--- config.mk ---
export PLATFORM = sky130hd
export DESIGN_NAME = alu_issue_ctrl
export DESIGN_NICKNAME = d
export VERILOG_FILES = /design/src/rtl/alu_pkg.sv /design/src/rtl/alu_issue_ctrl.sv
export SDC_FILE = /design/constraint.sdc
export NUM_CORES = 1
export LEC_CHECK = 0
export ABC_AREA = 1
export CORE_ASPECT_RATIO = 0.8
export CORE_MARGIN = 2
export CORE_UTILIZATION = 36
export CTS_CLUSTER_DIAMETER = 80
export CTS_CLUSTER_SIZE = 40
export DETAILED_ROUTE_END_ITERATION = 10
export DONT_BUFFER_PORTS = 1
export HOLD_SLACK_MARGIN = 0.08
export PLACE_DENSITY = 0.48
export SLEW_MARGIN = 30
export SYNTH_ARGS = -nofsm -noshare
export SYNTH_HDL_FRONTEND = slang
export SYNTH_SLANG_ARGS = --single-unit
--- constraint.sdc ---
create_clock -name clk -period 1.43 [get_ports clk]
set_input_delay 0.2145 -clock clk [delete_from_list [all_inputs] [get_ports clk]]
set_output_delay 0.2145 -clock clk [all_outputs]
set_load 0.02 [all_outputs]
--- src/rtl/alu_pkg.sv ---
// Shared opcode constants, FSM state and writeback classification for the ALU
// issue path; also used by the ALU and the decode stage.
package alu_pkg;

  localparam int SP_W = 12;

  localparam logic [5:0] MUL_OP  = 6'b100001;
  localparam logic [5:0] RTN_OP  = 6'b100110;
  localparam logic [5:0] GHA_OP  = 6'b010101;
  localparam logic [5:0] GHS_OP  = 6'b010110;
  localparam logic [5:0] COMP_OP = 6'b100000;
  localparam logic [5:0] SEZ_OP  = 6'b101001;
  localparam logic [5:0] CLI_OP  = 6'b110110;
  localparam logic [5:0] BRU_OP  = 6'b110111;
  localparam logic [5:0] BRD_OP  = 6'b111000;

  typedef enum logic [1:0] {
    ST_IDLE,
    ST_EXEC,
    ST_WB_LO,
    ST_WB_HI
  } state_t;

  typedef struct packed {
    logic [15:0] instr;
    logic [5:0]  op;
  } ir_t;

  // Opcodes whose low-word result must not reach the register file.
  function automatic logic no_rf_wb(input logic [5:0] opcode);
    return (opcode == GHA_OP) || (opcode == GHS_OP) || (opcode == COMP_OP) ||
           (opcode == RTN_OP) || ((opcode >= SEZ_OP) && (opcode <= CLI_OP)) ||
           (opcode == BRU_OP) || (opcode == BRD_OP);
  endfunction

endpackage

--- src/rtl/alu_issue_ctrl.sv ---
// Multi-cycle issue sequencer: captures one instruction into IR', lets the
// combinational ALU evaluate it, then sequences RF/SR/SP writeback.
module alu_issue_ctrl
  import alu_pkg::*;
#(
  parameter logic [5:0] MUL_OP_P = MUL_OP,
  parameter logic [5:0] RTN_OP_P = RTN_OP,
  parameter int         SP_W_P   = SP_W
) (
  input  logic              clk,
  input  logic              reset,
  input  logic              instr_valid,
  output logic              instr_ready,
  input  logic [15:0]       instruction_in,
  input  logic [5:0]        opcode_in,
  input  logic              flush,
  input  logic              wb_stall,
  output logic [15:0]       alu_instruction,
  output logic [5:0]        alu_opcode,
  output logic [2:0]        rs1_addr,
  output logic [2:0]        rs2_addr,
  input  logic [15:0]       alu_out1,
  input  logic [15:0]       alu_out2,
  input  logic [7:0]        alu_status,
  input  logic [SP_W_P-1:0] alu_stack_dec,
  output logic              rf_we,
  output logic [2:0]        rf_waddr,
  output logic [15:0]       rf_wdata,
  output logic              sr_we,
  output logic [7:0]        sr_wdata,
  output logic              sp_we,
  output logic [SP_W_P-1:0] sp_wdata,
  output logic              busy,
  output logic              retire
);

  state_t            state, state_nxt;
  ir_t               ir;
  logic [15:0]       res1, res2;
  logic [7:0]        res_sr;
  logic [SP_W_P-1:0] res_sp;
  logic              accept, capture;
  logic [2:0]        wb_base;

  assign alu_instruction = ir.instr;
  assign alu_opcode      = ir.op;
  assign rs1_addr        = ir.instr[10:8];
  assign rs2_addr        = ir.instr[7:5];
  assign wb_base         = ir.instr[10:8];

  assign instr_ready = (state == ST_IDLE);
  assign busy        = (state != ST_IDLE);
  assign sr_wdata    = res_sr;
  assign sp_wdata    = res_sp;

  always_ff @(posedge clk) begin
    if (reset) begin
      state  <= ST_IDLE;
      ir     <= '0;
      res1   <= '0;
      res2   <= '0;
      res_sr <= '0;
      res_sp <= '0;
    end else begin
      state <= state_nxt;
      if (accept) begin
        ir <= '{instr: instruction_in, op: opcode_in};
      end
      if (capture) begin
        res1   <= alu_out1;
        res2   <= alu_out2;
        res_sr <= alu_status;
        res_sp <= alu_stack_dec;
      end
    end
  end

  // Flush beats stall; a stalled cycle holds state with every write masked so
  // each write fires exactly once when the stall releases.
  always_comb begin
    state_nxt = state;
    accept    = 1'b0;
    capture   = 1'b0;
    rf_we     = 1'b0;
    sr_we     = 1'b0;
    sp_we     = 1'b0;
    retire    = 1'b0;
    rf_waddr  = wb_base;
    rf_wdata  = res1;

    case (state)
      ST_IDLE: begin
        if (instr_valid) begin
          accept    = 1'b1;
          state_nxt = ST_EXEC;
        end
      end

      ST_EXEC: begin
        if (flush) begin
          state_nxt = ST_IDLE;
        end else begin
          capture   = 1'b1;
          state_nxt = ST_WB_LO;
        end
      end

      ST_WB_LO: begin
        if (flush) begin
          state_nxt = ST_IDLE;
        end else if (!wb_stall) begin
          sr_we = 1'b1;
          rf_we = !no_rf_wb(ir.op);
          sp_we = (ir.op == RTN_OP_P);
          if (ir.op == MUL_OP_P) begin
            state_nxt = ST_WB_HI;
          end else begin
            retire    = 1'b1;
            state_nxt = ST_IDLE;
          end
        end
      end

      ST_WB_HI: begin
        rf_waddr = wb_base + 3'd1;
        rf_wdata = res2;
        if (flush) begin
          state_nxt = ST_IDLE;
        end else if (!wb_stall) begin
          rf_we     = 1'b1;
          retire    = 1'b1;
          state_nxt = ST_IDLE;
        end
      end

      default: state_nxt = ST_IDLE;
    endcase

    if (reset) begin
      rf_we  = 1'b0;
      sr_we  = 1'b0;
      sp_we  = 1'b0;
      retire = 1'b0;
    end
  end

endmodule

-- Word-level counts from Yosys, hierarchy flattened
Index checks and enable logic that the tools add are counted.
- add/subtract/negate cells: 1
- $lt $le $gt $ge: 2
- equality and inequality tests: 13
- muxes and demuxes: 31
- reductions and logical operators: 11
- operators by type and width (operator ; count):
    6-bit == test, second input constant ; 5
    1-bit 2-to-1 mux ; 19
    16-bit 2-to-1 mux ; 1
    2-bit 2-to-1 mux ; 7
    6-bit by 5-bit == test with 1-bit output, second input constant ; 2
    2-bit case mux with 4 select lines ; 1
    6-bit >= comparator, second input constant ; 1
    6-bit less-or-equal comparator, second input constant ; 1
    1-bit logical OR ; 6
    3-bit != test, second input constant ; 2
    2-bit == test, second input constant ; 2
    1-bit case mux with 2 select lines ; 2
    3-bit by 1-bit adder with 3-bit output, second input constant ; 1
    3-bit 2-to-1 mux ; 1
    3-bit AND reduction ; 1
    2-bit by 1-bit == test with 1-bit output, second input constant ; 1
    2-bit zero test ; 1
    2-bit != test, second input constant ; 1
    2-bit nonzero test ; 1
    1-bit logical AND ; 1
    1-bit zero test ; 1
- register bits: 76
- input port bits: 79
- output and inout port bits: 73
- word-level logic and storage cells: 65

-- Depth between registers and ports, before layout
- word-level depth: 12
- gate-level depth with buffers: 7
- depth with buffers taken out: 7

-- Worst setup path before layout
OpenSTA, ideal clock, no wires.
- kind: register -> output
- from: reg state[1]
- to: out rf_wdata[0]
- data arrival time: 1238 ps
- data required time: 1216 ps
- path slack: -23 ps
- cell stages (with the launch flop): 4
- path buffers: 1
- cell sequence: dfxtp_1 nand2_1 clkbuf_1 o21ai_0
- word-level cells in the longest chain between the ends: 2
- ends and longest elaborated chain (item ; RTL line ; source):
    start, declared ; alu_issue_ctrl.sv:37 ; state_t state, state_nxt;
    start signal, assigned ; alu_issue_ctrl.sv:65 ; state <= state_nxt;
    2-bit == test ; alu_issue_ctrl.sv:91 ; case (state)
    16-bit 2-to-1 mux ; alu_issue_ctrl.sv:91 ;
    end, declared ; alu_issue_ctrl.sv:28 ; output logic [15:0] rf_wdata,
No other way between the ends.

-- Worst setup path in the final report
- from: reg state[1]
- to: out rf_we
- word-level cells in the longest chain between the ends: 3
- elaborated cells between the ends (all ways): 4
- classes of those cells: eq/ne: 2; mux: 2
- ends and longest elaborated chain (item ; RTL line ; source):
    2-bit == test ; alu_issue_ctrl.sv:91 ;
    1-bit case mux with 2 select lines * ; alu_issue_ctrl.sv:91 ;
    1-bit 2-to-1 mux * ; alu_issue_ctrl.sv:139 ; if (reset) begin
    end, declared ; alu_issue_ctrl.sv:26 ; output logic rf_we,
Every way passes the cells marked *; elsewhere a longest branch is shown, timed or not.

==> impl_metrics.py <==
metrics = {
    "run_status": {
        "status": "finished, violations left",
        "failed_checks": "setup timing",
    },
    "power": {
        "power.ir.vdd_worst_mv": 0.608,
        "leakage_nw": 1.83,
        "share_comb_of_total_power_pct": 15.3,
        "post-layout-total-power_mw": 4.76,
        "cell_internal_power_dissipation_mw": 3.43,
        "power_switching_mw": 1.32,
        "p_seq_share_pct": 50.1,
        "power.share.clock_pct": 34.6,
        "fraction_of_power_spent_switching_nets_pct": 27.8,
        "power.density_nw_per_um2": 1030,
    },
    "worst_setup_path": {
        "path_buf_inv": 2,
        "startpoint_class": "flip-flop",
        "worstSetupPathType": "flip-flop to output port",
        "cpLargestDelayFamily": "simple AND/OR/NAND/NOR gates",
        "slowest_stage": "dfxtp_4",
        "crit_required_ns": 1.22,
        "critical_path.max_stage_delay_ns": 0.38,
        "cp-end-kind": "output port",
        "crit_fanout": 4,
        "cell_by_cell_listing_of_the_critical_path": "inv_4 -> nor2_4 -> nand3_4 -> nor2_2 -> nand2_2 -> a21oi_2 -> buf_6",
        "cp_data_arrival_time_ns": 1.45,
    },
    "synth": {
        "syn-mean-instance-area_um2": 7.32,
        "mappedNetlistNets": 503,
        "synth-seq-area-share_pct": 49.2,
        "ys_seq_elements": 76,
        "synth_cell_types": 21,
        "synth_top_cell_by_area": "dfxtp_1",
        "synth_cells": 423,
        "synth.top_cell.area_share_pct": 49.2,
        "syn_area_um2": 3100,
        "post_synth_main_area_contributors": "dfxtp_1, nand2_1, a21oi_1, o21ai_0, nor2_1",
        "yosys_warnings": 0,
    },
    "floorplan": {
        "design.core.area_um2": 8410,
        "dieArea_um2": 9360,
        "floorplan.die.height_um": 86.9,
        "design.portCount": 152,
        "initial_utilization_pct": 36.8,
        "core.rowCount": 30,
        "die_x_um": 108,
    },
    "cts": {
        "worstSkewPairLatency_ns": 0.35,
        "cts.sink_count": 76,
        "clock-root-buffer": "clkbuf_8",
        "tritoncts": "done",
        "clockBufferDepth": 2,
        "path_clk_slew_ns": 0.07,
        "cts_max_level": 3,
        "cts_inserted_buffers": 9,
    },
    "worst_hold_path": {
        "hold_path.class": "primary input to flip-flop",
    },
    "timing": {
        "fmax_ghz": 0.603,
        "final_hold_violations": 0,
        "max_slew.worst_pin.slew_ns": 0.417,
        "maxSlewHeadroom_pct": 72.2,
        "finalSetupTns_ns": -2.59,
        "final.min_clock_period_ns": 1.66,
        "unrepaired_setup_endpoints_after_global_routing": "yes",
        "timing.final.setup_violations": 23,
        "final.period_utilization_pct": 116,
        "setup_slack_of_the_critical_path_after_layout_ns": -0.230,
        "hold-worst-slack_ns": 0.0954,
        "finalMaxSlewViolations": 0,
        "final.setup_skew_ns": 0.0135,
    },
    "grt": {
        "number_of_antenna_violations_at_the_first_check_in_global_routing": 0,
        "gr-usage-all-layers_pct": 18.5,
        "grt_overflow": 0,
        "first_global_vias": 2894,
        "grt_max_degree": 38,
        "grt_pass1_wl_mm": 13.8,
    },
    "drt": {
        "drt_wl_total_mm": 8.88,
        "postRouteAntennaNets": 0,
        "drt-wirelength-per-cell_um": 13.8,
        "number_of_vias_per_cell_after_detailed_routing": 4.76,
        "drt_drc_violations_left": 0,
        "dr.first_iter.drc_count": 120,
        "dr.pass1.iters": 4,
        "detailroute.via_count": 3067,
    },
    "place": {
        "port_buffers": 0,
        "detailedPlace.worstSlack_ns": 0.0315,
        "place_hpwl_mm": 5.36,
        "dp_cells": 547,
        "place.gp.congestion": 0.745,
    },
    "cells_and_area": {
        "stdcell_count": 644,
        "nets": 607,
        "layout-area-overhead-vs-synth_pct": 48.9,
        "drive_above_1_share_pct": 20.5,
        "diodes": 0,
    },
    "flow_run": {
        "drv.max_cap_violation_count": 0,
    },
}
-- cell type report --
| type | count | area (µm²) |
|---|---|---|
| flip-flops and latches | 76 | 1540 |
| multi-input cells | 283 | 1370 |
| clock buffers | 11 | 141 |
| fillers | 812 | 3800 |
| well taps | 112 | 140 |
| inverters | 32 | 125 |
| repair buffers | 125 | 1230 |
| clock inverters | 5 | 58.8 |
-- routing by layer --
layer | track usage, % | share of wire, % | vias up
met4 | 6.18 | 1.6 | 0
li1 | - | - | 1567
met1 | 23.5 | 45 | 1377
met2 | 29.6 | 46 | 107
met5 | 0 | 0 | -
met3 | 6.36 | 7.2 | 16
-- cells in the mapped netlist --
library cell and number:
buf_4 8, xnor2_1 2, clkbuf_1 11, nor2_1 43, o21ai_0 52, nor3_1 1
o21ai_1 3, buf_1 1, buf_2 7, nand3_1 9, buf_6 5, nand2_1 105
a31oi_1 2, ha_1 1, nor2_2 1, inv_2 4, nand3_2 1, nand4_1 2
a21oi_1 61, inv_1 28, dfxtp_1 76
-- final timing paths --
check | from | endpoint | slack, ns | cells after the start
worst max-delay path | state[1] | rf_we | -0.23 | 7
worst max register to register | state[1] | res2[5] | 0.16 | 5
worst min-delay path | opcode_in[1] | alu_opcode[1] | 0.1 | 2
worst min register to register | res2[1] | res2[1] | 0.46 | 2
-- power groups by stage --
| stage | combinational [mW] | clock, mW | sequential, mW |
|---|---|---|---|
| floorplan | 0.371 | 0 | 2.43 |
| global route | 0.808 | 1.80 | 2.40 |
| finish | 0.726 | 1.65 | 2.38 |
| global placement | 0.482 | 0 | 2.42 |
| detailed placement | 0.490 | 0 | 2.42 |
| CTS | 0.691 | 1.72 | 2.37 |
-- stage by stage --
stage	utilization [%]	instance area, µm²
after floorplan	-	3100
after global placement	40.5	3400
after detailed placement	40.5	3400
after CTS	52.6	4430
after global routing	54.8	4610
final	54.8	4610
-- worst reg2reg max path, delay by kind of cell (launching register included) --
| family | cells | cell delay, ns |
|---|---|---|
| DFF | 1 | 0.37 |
| AOI/OAI and AO/OA | 2 | 0.32 |
| buffers and inverters | 2 | 0.34 |
| and+or+nand+nor | 1 | 0.13 |
-- cells in the final DEF, fill, tap and decap left out, types with 3 or more instances in the layout --
cell           count
clkbuf_8          10
dfxtp_1           68
dfxtp_2            4
buf_6              6
a21oi_2            4
nand3_1            7
inv_1             23
nor2_4             3
nor2_1            37
a21oi_1           57
buf_12             4
buf_4             40
inv_2              7
dfxtp_4            4
dlygate4sd3_1     72
o21ai_0           36
o21ai_2            4
nand2_1          101
o21ai_1           15
nor2_2             4
-- flip-flops by register name, indices dropped and copies added (netlist names) --
register and count:
alu_instruction 16, alu_opcode 6, res1 16, res2 16
sp_wdata 12, sr_wdata 8, state 2
-- kinds of logic (layout without fill, tap and decap cells) --
group,count (synthesis),in the layout,share of synthesized area (%)
adders and majority gates,1,1,0.404
and+or+nand+nor,162,162,20.5
buffers and inverters,64,173,10.2
xor gates and xnor gates,2,2,0.566
DFF,76,76,49.2
AOI/OAI and AO/OA,118,118,19.2
-- what timing repair did --
| action | in CTS | in global routing |
|---|---|---|
| endpoints found under the hold margin | 72 | 2 |
| setup endpoints to repair | 23 | 24 |
| cloned | 0 | 2 |
| gates resized for setup | 34 | 37 |
| buffers inserted | 5 | 1 |
| hold buffers | 71 | 2 |
| pin swaps | 4 | 7 |
No activity file was read; power rests on OpenSTA's default activity.
==> RTL change, RTL diff (same settings) <==
`SP_W`: 12 -> 24.
--- a/src/rtl/alu_pkg.sv
+++ b/src/rtl/alu_pkg.sv
@@ -3,5 +3,5 @@
 package alu_pkg;
 
-  localparam int SP_W = 12;
+  localparam int SP_W = 24;
 
   localparam logic [5:0] MUL_OP  = 6'b100001;
Ports: changed (resized alu_stack_dec and sp_wdata); port bits go from 152 to 176. The function was not compared with the original's and may differ.
==> RTL change against the unedited design <==
- the run still ends with negative setup slack left
- sequential cell count up 12
- setup slack better by 0.032 ns
- synthesized area up 12%
- routed wire length up 12%
- sequential power up 15%
- total power up 30%
- hold slack worse by 0.0066 ns
- first-iteration DRC count up 61%
- cell area up 11%
==> RTL change: results (changes against the unedited design) <==
[run_status]
status = complete, but fails checks
violations = negative setup slack

[global_route]
grt_max_degree = 55  ; +45%
first_global_vias = 2992  ; +3.4%
grt_first_pass_wirelength_um = 14700  ; +6.6%

[yosys]
ys_seq_area_frac = 0.508  ; +0.0170
mappedNetlistNets = 566  ; +13%
netlist_top_cells_area = dfxtp_1 51%, nand2_1 14%, a21oi_1 11%, o21ai_0 7.9%, nor2_1 4.6%
synth_common_cells = 129 x nand2_1, 88 x dfxtp_1, 73 x a21oi_1

[power]
peakVddDrop_v = 0.000764  ; +26%
p_leak_nw = 1.96  ; +7.1%
intPower_mw = 4.64  ; +35%

[route]
routedWlPerCell_um = 14.4  ; +4.6%
remaining_drc_errors = 0  ; unchanged
vias = 3336  ; +8.8%
drt_iter0_drc = 193  ; +61%
wl_met1_um = 4500  ; +13%
wl_met3_um = 815  ; +27%

[timing]
setup_viol = 47  ; +100%
finClkSkew_ns = 0.00365  ; -0.00982 ns
fin_ws_ns = -0.197  ; +0.0324 ns
worst_slew_pin_slew_ns = 0.416  ; -0.00109 ns
setup_tns_ns = -3.06  ; -0.469 ns

[clock_tree]
clock-root-buffer = clkbuf_16
htree_levels = 3  ; unchanged

[place]
dp_hpwl_um = 6120  ; +14%
place_congestion = 0.780  ; +4.6%
postPlaceCellArea_um2 = 3810  ; +12%

[critical_path]
crit_start = state[0]
rr_worst_depth = 8  ; +3
arrival_ns = 1.41  ; -0.04 ns

[final_layout]
final_layout_size_suffix_gt1_frac = 0.156  ; -0.0489
nets = 664  ; +9.4%

[worst_hold_path]
min_from = alu_out2[9]

## RTL change: changes by cell type after synthesis, moves of 2 or more
cell / delta
a21oi_1: +12
buf_6: -5
clkbuf_1: +7
dfxtp_1: +12
inv_2: -2
nand2_1: +24
o21ai_0: +3
o21ai_1: -3
## RTL change: metrics by stage
step / cells / worst slack, ns
after global placement: 595 / 0.00387
after detailed placement: 595 / -0.00967
after CTS: 643 / -0.181
final: 692 / -0.197
after floorplan: 474 / -0.0421
after global routing: 692 / -0.266
## RTL change: final cells by class
class,count,area [µm²]
clock inverter,7,119
fill,871,4100
inverter,32,126
clock buffer,9,225
multi-input combinational,318,1480
sequential,88,1780
tap,115,144
timing repair buffer,123,1230
## RTL change: power by group through the flow
stage / combinational (mW) / sequential (mW) / clock (mW)
after floorplan: 0.382 / 2.80 / 0
after global placement: 0.513 / 2.79 / 0
after detailed placement: 0.523 / 2.79 / 0
after CTS: 0.600 / 2.74 / 2.77
after global routing: 0.832 / 2.76 / 2.85
final: 0.745 / 2.74 / 2.70
## RTL change: worst max-delay path, cell delays in order, from the launching register on
cell     delay [ns]
dfxtp_4        0.37
nor3_4         0.20
buf_4          0.15
nand3_2        0.06
a21oi_2        0.16
buf_6          0.13
## RTL change: logic make-up (layout without fill, tap and decap cells)
| logic type | after synthesis | in the layout | synth area share |
|---|---|---|---|
| AO/OA/AOI/OAI | 131 | 131 | 0.191 |
| XOR/XNOR | 2 | 2 | 0.00506 |
| adder cells (fa/ha/maj) | 1 | 1 | 0.00361 |
| buffers and inverters | 68 | 171 | 0.0859 |
| flip-flops | 88 | 88 | 0.508 |
| AND/OR/NAND/NOR | 184 | 184 | 0.206 |
## RTL change: per-layer routing
layer / up-vias / GRT usage
li1: 1713 / -
met1: 1493 / 0.220
met2: 122 / 0.283
met3: 8 / 0.0727
met4: 0 / 0.0549
met5: - / 0
## RTL change: final timing paths
| path | end | slack [ns] |
|---|---|---|
| worst max-delay path | retire | -0.20 |
| worst min register to register | res2[8] | 0.45 |
| worst max register to register | sp_wdata[3] | -0.10 |
| worst min-delay path | res2[9] | 0.09 |
## RTL change: timing repair
| item | 4_1_cts | 5_1_grt |
|---|---|---|
| pin swaps | 7 | 4 |
| gates cloned | 0 | 0 |
| endpoints found under the hold margin | 79 | 49 |
| resized for setup | 33 | 11 |
| endpoints found under the setup margin | 23 | 104 |
| buffers inserted | 2 | 0 |
| hold buffers | 30 | 49 |
